File: config.mk
export PLATFORM = sky130hd
export DESIGN_NAME = exception_unit
export DESIGN_NICKNAME = d
export VERILOG_FILES = /design/src/rtl/exception_unit.sv
export SDC_FILE = /design/constraint.sdc
export NUM_CORES = 1
export LEC_CHECK = 0
export CORE_ASPECT_RATIO = 1.4
export CORE_MARGIN = 1
export CORE_UTILIZATION = 38
export CTS_CLUSTER_SIZE = 24
export DETAILED_ROUTE_END_ITERATION = 12
export GPL_TIMING_DRIVEN = 0
export PLACE_DENSITY = 0.79
export SETUP_SLACK_MARGIN = 0.1
export SYNTH_ARGS = -nofsm -noshare
export SYNTH_HDL_FRONTEND = slang
export SYNTH_SLANG_ARGS = --single-unit
File: constraint.sdc
create_clock -name clk -period 1.8 [get_ports clk]
set_clock_uncertainty 0.05 [all_clocks]
set_input_delay 0.36 -clock clk [delete_from_list [all_inputs] [get_ports clk]]
set_output_delay 0.36 -clock clk [all_outputs]
set_load 0.05 [all_outputs]
File: src/rtl/exception_unit.sv
// Exception sequencer: synchronizes IRQ/FIQ, picks the highest-priority request
// and walks IDLE->FLUSH->TAKE->SETTLE. Define HIGH_VECTORS_EN for the 0xFFFF0000 vector base.
module exception_unit (
  input  logic        clk,
  input  logic        reset,
  input  logic        IrqPin,
  input  logic        FiqPin,
  input  logic [1:0]  IrqFiqMask,
  input  logic        UndefE,
  input  logic        SWIE,
  input  logic        PrefetchAbortE,
  input  logic        DataAbortM,
  output logic [5:0]  Exceptions,
  output logic        ExceptionFlush,
  output logic        ExceptionTaken,
  output logic [31:0] ExceptionPC,
  output logic        Busy
);

`ifdef HIGH_VECTORS_EN
  localparam logic [31:0] VEC_BASE = 32'hFFFF_0000;
`else
  localparam logic [31:0] VEC_BASE = 32'h0000_0000;
`endif

  localparam logic [1:0] S_IDLE   = 2'd0;
  localparam logic [1:0] S_FLUSH  = 2'd1;
  localparam logic [1:0] S_TAKE   = 2'd2;
  localparam logic [1:0] S_SETTLE = 2'd3;

  // One-hot bit positions: {FIQ, IRQ, UNDEF, PrefetchAbort, DataAbort, SWI}
  localparam logic [5:0] EX_SWI  = 6'b000001;
  localparam logic [5:0] EX_DABT = 6'b000010;
  localparam logic [5:0] EX_PABT = 6'b000100;
  localparam logic [5:0] EX_UND  = 6'b001000;
  localparam logic [5:0] EX_IRQ  = 6'b010000;
  localparam logic [5:0] EX_FIQ  = 6'b100000;

  logic [1:0]  state_q, state_d;
  logic [1:0]  irq_sync_q, fiq_sync_q;
  logic [5:0]  sel_q, sel_d;
  logic [31:0] pc_q, pc_d;
  logic        irq_eff, fiq_eff;
  logic [5:0]  winner;
  logic [31:0] winner_offset;

  assign irq_eff = irq_sync_q[1] & ~IrqFiqMask[1];
  assign fiq_eff = fiq_sync_q[1] & ~IrqFiqMask[0];

  always_comb begin
    winner = 6'b000000;
    if (DataAbortM)          winner = EX_DABT;
    else if (fiq_eff)        winner = EX_FIQ;
    else if (irq_eff)        winner = EX_IRQ;
    else if (PrefetchAbortE) winner = EX_PABT;
    else if (UndefE)         winner = EX_UND;
    else if (SWIE)           winner = EX_SWI;
  end

  always_comb begin
    winner_offset = 32'h0000_0000;
    case (winner)
      EX_UND:  winner_offset = 32'h0000_0004;
      EX_SWI:  winner_offset = 32'h0000_0008;
      EX_PABT: winner_offset = 32'h0000_000C;
      EX_DABT: winner_offset = 32'h0000_0010;
      EX_IRQ:  winner_offset = 32'h0000_0018;
      EX_FIQ:  winner_offset = 32'h0000_001C;
      default: winner_offset = 32'h0000_0000;
    endcase
  end

  // Requests are only sampled in IDLE; anything arriving later belongs to flushed work.
  always_comb begin
    state_d = state_q;
    sel_d   = sel_q;
    pc_d    = pc_q;
    case (state_q)
      S_IDLE: begin
        if (winner != 6'b000000) begin
          sel_d   = winner;
          pc_d    = VEC_BASE + winner_offset;
          state_d = S_FLUSH;
        end
      end
      S_FLUSH:  state_d = S_TAKE;
      S_TAKE:   state_d = S_SETTLE;
      S_SETTLE: state_d = S_IDLE;
      default:  state_d = S_IDLE;
    endcase
  end

  always_ff @(posedge clk) begin
    if (reset) begin
      state_q    <= S_IDLE;
      irq_sync_q <= 2'b00;
      fiq_sync_q <= 2'b00;
      sel_q      <= 6'b000000;
      pc_q       <= VEC_BASE;
    end else begin
      state_q    <= state_d;
      irq_sync_q <= {irq_sync_q[0], IrqPin};
      fiq_sync_q <= {fiq_sync_q[0], FiqPin};
      sel_q      <= sel_d;
      pc_q       <= pc_d;
    end
  end

  assign Exceptions     = (state_q == S_TAKE) ? sel_q : 6'b000000;
  assign ExceptionFlush = (state_q == S_FLUSH);
  assign ExceptionTaken = (state_q == S_TAKE);
  assign Busy           = (state_q != S_IDLE);
  assign ExceptionPC    = pc_q;

endmodule

* Word-level counts from Yosys, hierarchy flattened *
Index checks and enable logic that the tools add are counted.

word-level totals
  bits in latches = 0
  memory bits (read-only) = 0
  memories = 0
  input port bits = 10
  register bits = 44
  bits in writable memories = 0

operators by class
  multiply operators = 0
  muxes and demuxes = 10
  divide/modulo/power cells = 0
  shift-type cells = 0
  add/sub/neg operators = 0
  eq/ne operators = 10
  order comparisons = 0
  reductions and logical operators = 4
  bitwise operators = 4

operator list
  cell                number
  $pmux 5 s6          1
  $mux 6              3
  $mux 4              2
  $pmux 2 s4          1
  $eq 6x1->1 const B  1
  $eq 6x2->1 const B  1
  $eq 6x3->1 const B  1
  $eq 6x4->1 const B  1
  $eq 6x5->1 const B  1
  $eq 6x6->1 const B  1
  $reduce_bool 6->1   1
  $mux 5              1
  $eq 2x2->1 const B  2
  $and 1x1->1         2
  $eq 2x1->1 const B  1
  $logic_not 2->1     1
  $mux 2              1
  $ne 2x2->1 const B  1
  $not 1->1           2
  $reduce_and 2->1    1
  $reduce_bool 2->1   1
  $mux 1              1

* Logic depth before layout (Yosys ltp) *
  depth after elaboration = 9
  depth in mapped cells = 6
  gate-level depth less buffers = 6

* Worst setup path after synthesis *
No wires, ideal clock.

  path kind = reg2out
  start = register state_q[0]
  end = output Exceptions[0]
  slack = -38 ps
  path buffers = 0
  data arrival time = 1428 ps
  stages on the path, launching flop included = 4
  cells stage by stage = dfxtp_1 > inv_1 > ha_1 > and2_1

between the ends
  word-level cells in the longest chain between the ends = 2

ends and longest elaborated chain
  item                    line  text
  start, declared         39    logic [1:0] state_q, state_d;
  start signal, assigned  101   state_q <= state_d;
  $eq 2x2->1              n/a
  via ExceptionTaken      15    output logic ExceptionTaken,
  $mux 6                  109   assign Exceptions = (state_q == S_TAKE) ? sel_q : 6'b000000;
  end, declared           13    output logic [5:0] Exceptions,

The timed path passes the listed nets, and every way through them passes these cells.

* Worst setup path after layout *
  start = register state_q[0]
  end = output Exceptions[3]

between the ends
  word-level cells in the longest chain between the ends = 2

ends and longest elaborated chain
  item        line
  $eq 2x2->1  109
  $mux 6      109

No other way between the ends.

==> impl_metrics.ini <==
[drt]
drc = 15
first_pass_iters = 8
wire_per_inst_um = 9.85
totalWireLength_mm = 1.78
ant_nets = 0
vias = 796
vias_per_cell = 4.40
drtIter0Drc = 32

[floorplan]
die_y_um = 60.1
dieArea_mm2 = 0.00261
die_x_um = 43.5
io_pins = 51
design.core.area_mm2 = 0.00223
initial_utilization = 0.411
rows = 20

[grt]
grt_pass1_wl_mm = 2.57
antenna_found_initial = 0
overflow = 0
grt_pass1_vias = 630
grt_max_degree = 11
grt_use_total = 0.137

[synth]
yosys.area.top_type = dfxtp_1
synth_fa_ha_area_frac = 0.0410
synthMuxAreaShare = 0
synth.avg_cell_area_um2 = 8.63
netlist.area_leader.share = 0.328
synth_seq_cells = 15
ys_warn_count = 0
synth.most_common_cell = buf_4
syn-cell-area_um2 = 915
synth_top_family_by_area = buffers and inverters
synth_flop_cell = dfxtp_1
ys_seq_area_frac = 0.328
synth_compound_area_frac = 0.146
synthCells = 106
ys_top_cells_by_count = buf_4, dfxtp_1, nor2b_1
synthSimpleGateAreaFrac = 0.218
ys_types = 29
synth_edf_count = 0
netlist_top_cells_area = dfxtp_1, buf_4, nor2b_1
async_reset_ff_frac = 0
synth_xor_area_frac = 0

[job]
maxCapViolCount = 0

[critical_path]
slowest_stage = dfxtp_1
cp-end-kind = output pin
crit_path_cell_trace = inv_2, ha_4, and2_1, clkbuf_4
slowest_delay_ps = 360
required_ps = 1390
cp.arrival_ps = 1250
crit_path_max_fanout = 8
cp-start-kind = flop
path_class = reg2out

[pwr]
p_int_mw = 0.722
fin_total_pwr_mw = 1.40
switching_share = 0.484
power_density_mw_per_mm2 = 1090
p_leak_nw = 0.649
power.share.clock = 0.137
combPwrFrac = 0.558
seqPwrFrac = 0.305
ir_worst_vdd_mv = 0.645
power.switching_mw = 0.678

[timing]
final-hold-violation-count = 0
fmax_mhz = 603
relSlewSlack = 0.654
worst_pin_slew_ps = 517
setup_viol = 0
rsz0062_at_grt = true
finalCriticalPeriod_ps = 1660
hold_ws_ps = 399
period_share = 0.921
slew_viol_final = 0

[clock_tree]
cts_buffer_depth = 2
insertion_delay_ps = 290
cts_tree = done
hold_buffers = 0
cts-root-buf = clkbuf_4
cts_made_buffers = 3
cts.htree.levels = 1
cts.reportedPaths.clkPinSlew_ps = 80
cts_sinks = 15
post-cts-setup-buffers = 0

[cells_and_area]
fill_cells = 225
diodes = 0
multi_input_area_um2 = 497
final_util = 0.575
final_layout_size_suffix_gt1_frac = 0.333
area_delta_synth_final_pct = 40.1
nNetsFinal = 173
seq_area_um2 = 302

[placed_design]
dpl.hpwl_mm = 1.43
gp_congestion = 0.841
portBuffers = 21

[status]
outcome = finished, violations left
violations = design-rule violations

[worst_hold_path]
hold_class = reg2reg
## state kept, by name (all words and copies together) (netlist names)
register	cells
sel_q	6
ExceptionPC	3
state_q	2
irq_sync_q	2
fiq_sync_q	2
## layout by cell type (no fill, tap or decap), types with 2 or more instances in the layout
cell             instances
o21ai_0                  2
and2_1                   6
a21oi_1                  6
conb_1                  29
inv_1                    2
dlygate4sd2_1            6
nor2_1                   4
clkbuf_4                 4
nand2b_1                 2
nand2_1                  4
buf_4                   34
o21bai_1                 3
clkdlybuf4s15_2          2
ha_1                     2
nor2b_1                  7
nor3_1                   3
clkdlybuf4s50_1          5
dfxtp_1                 14
inv_2                    2
## power groups by stage
stage	registers, mW	clock network, mW	logic, mW
floorplan	0.490	0	0.537
CTS	0.424	0.197	0.780
global placement	0.425	0	0.763
global route	0.436	0.218	0.822
finish	0.427	0.191	0.781
detailed placement	0.429	0	0.783
## final cells by class
class | count | area share
plain buffers | 31 | 0.177
clock buffers | 3 | 0.0176
clock inverters | 1 | 0.00391
inverters | 4 | 0.0117
multi-input cells | 84 | 0.388
flip-flops and latches | 15 | 0.235
well taps | 22 | 0.0215
repair buffers | 21 | 0.146
## layer usage
layer | vias to the layer above | wire length (um) | global-route usage
li1 | 408 | - | -
met1 | 346 | 642 | 0.133
met2 | 37 | 943 | 0.251
met3 | 5 | 155 | 0.0302
met4 | 0 | 42 | 0.0938
met5 | - | 0 | 0
## critical path: cells and delay by family (launching register included)
kind	cells	cell delay, ps
fa+ha+maj	1	180
buf+inv	2	270
flops	1	360
simple gates	1	150
## stage by stage
step | setup TNS, ps | instance area [um2] | instances | setup WS (ps)
detailed placement | -5060 | 1260 | 177 | -467
global route | 0 | 1280 | 181 | 92.3
floorplan | 0 | 1020 | 134 | 147
global placement | -4390 | 1260 | 177 | -419
CTS | 0 | 1280 | 181 | 56.3
finish | 0 | 1280 | 181 | 143
## path summary, 6_finish.rpt
path / from / to / slack [ps] / depth (start not counted)
worst max-delay path: state_q[0]$_SDFFE_PP0P_ / Exceptions[3] / 140 / 4
worst min-delay path: irq_sync_q[0]$_SDFF_PP0_ / irq_sync_q[1]$_SDFF_PP0_ / 400 / 1
worst max register to register: state_q[0]$_SDFFE_PP0P_ / ExceptionPC[3]$_SDFFE_PP0P_ / 260 / 6
worst min register to register: irq_sync_q[0]$_SDFF_PP0_ / irq_sync_q[1]$_SDFF_PP0_ / 400 / 1
## timing repair
item / CTS / global route
setup endpoints to repair: 20 / 10
gates resized for setup: 63 / 3
pin swaps: 2 / 1
## logic make-up (layout without fill, tap and decap cells)
family	Yosys count	after routing
compound gates	18	18
fa+ha+maj	3	3
buf+inv	35	60
flops	15	15
other cells	1	29
simple gates	34	34
(Power assumes the default switching activity.)
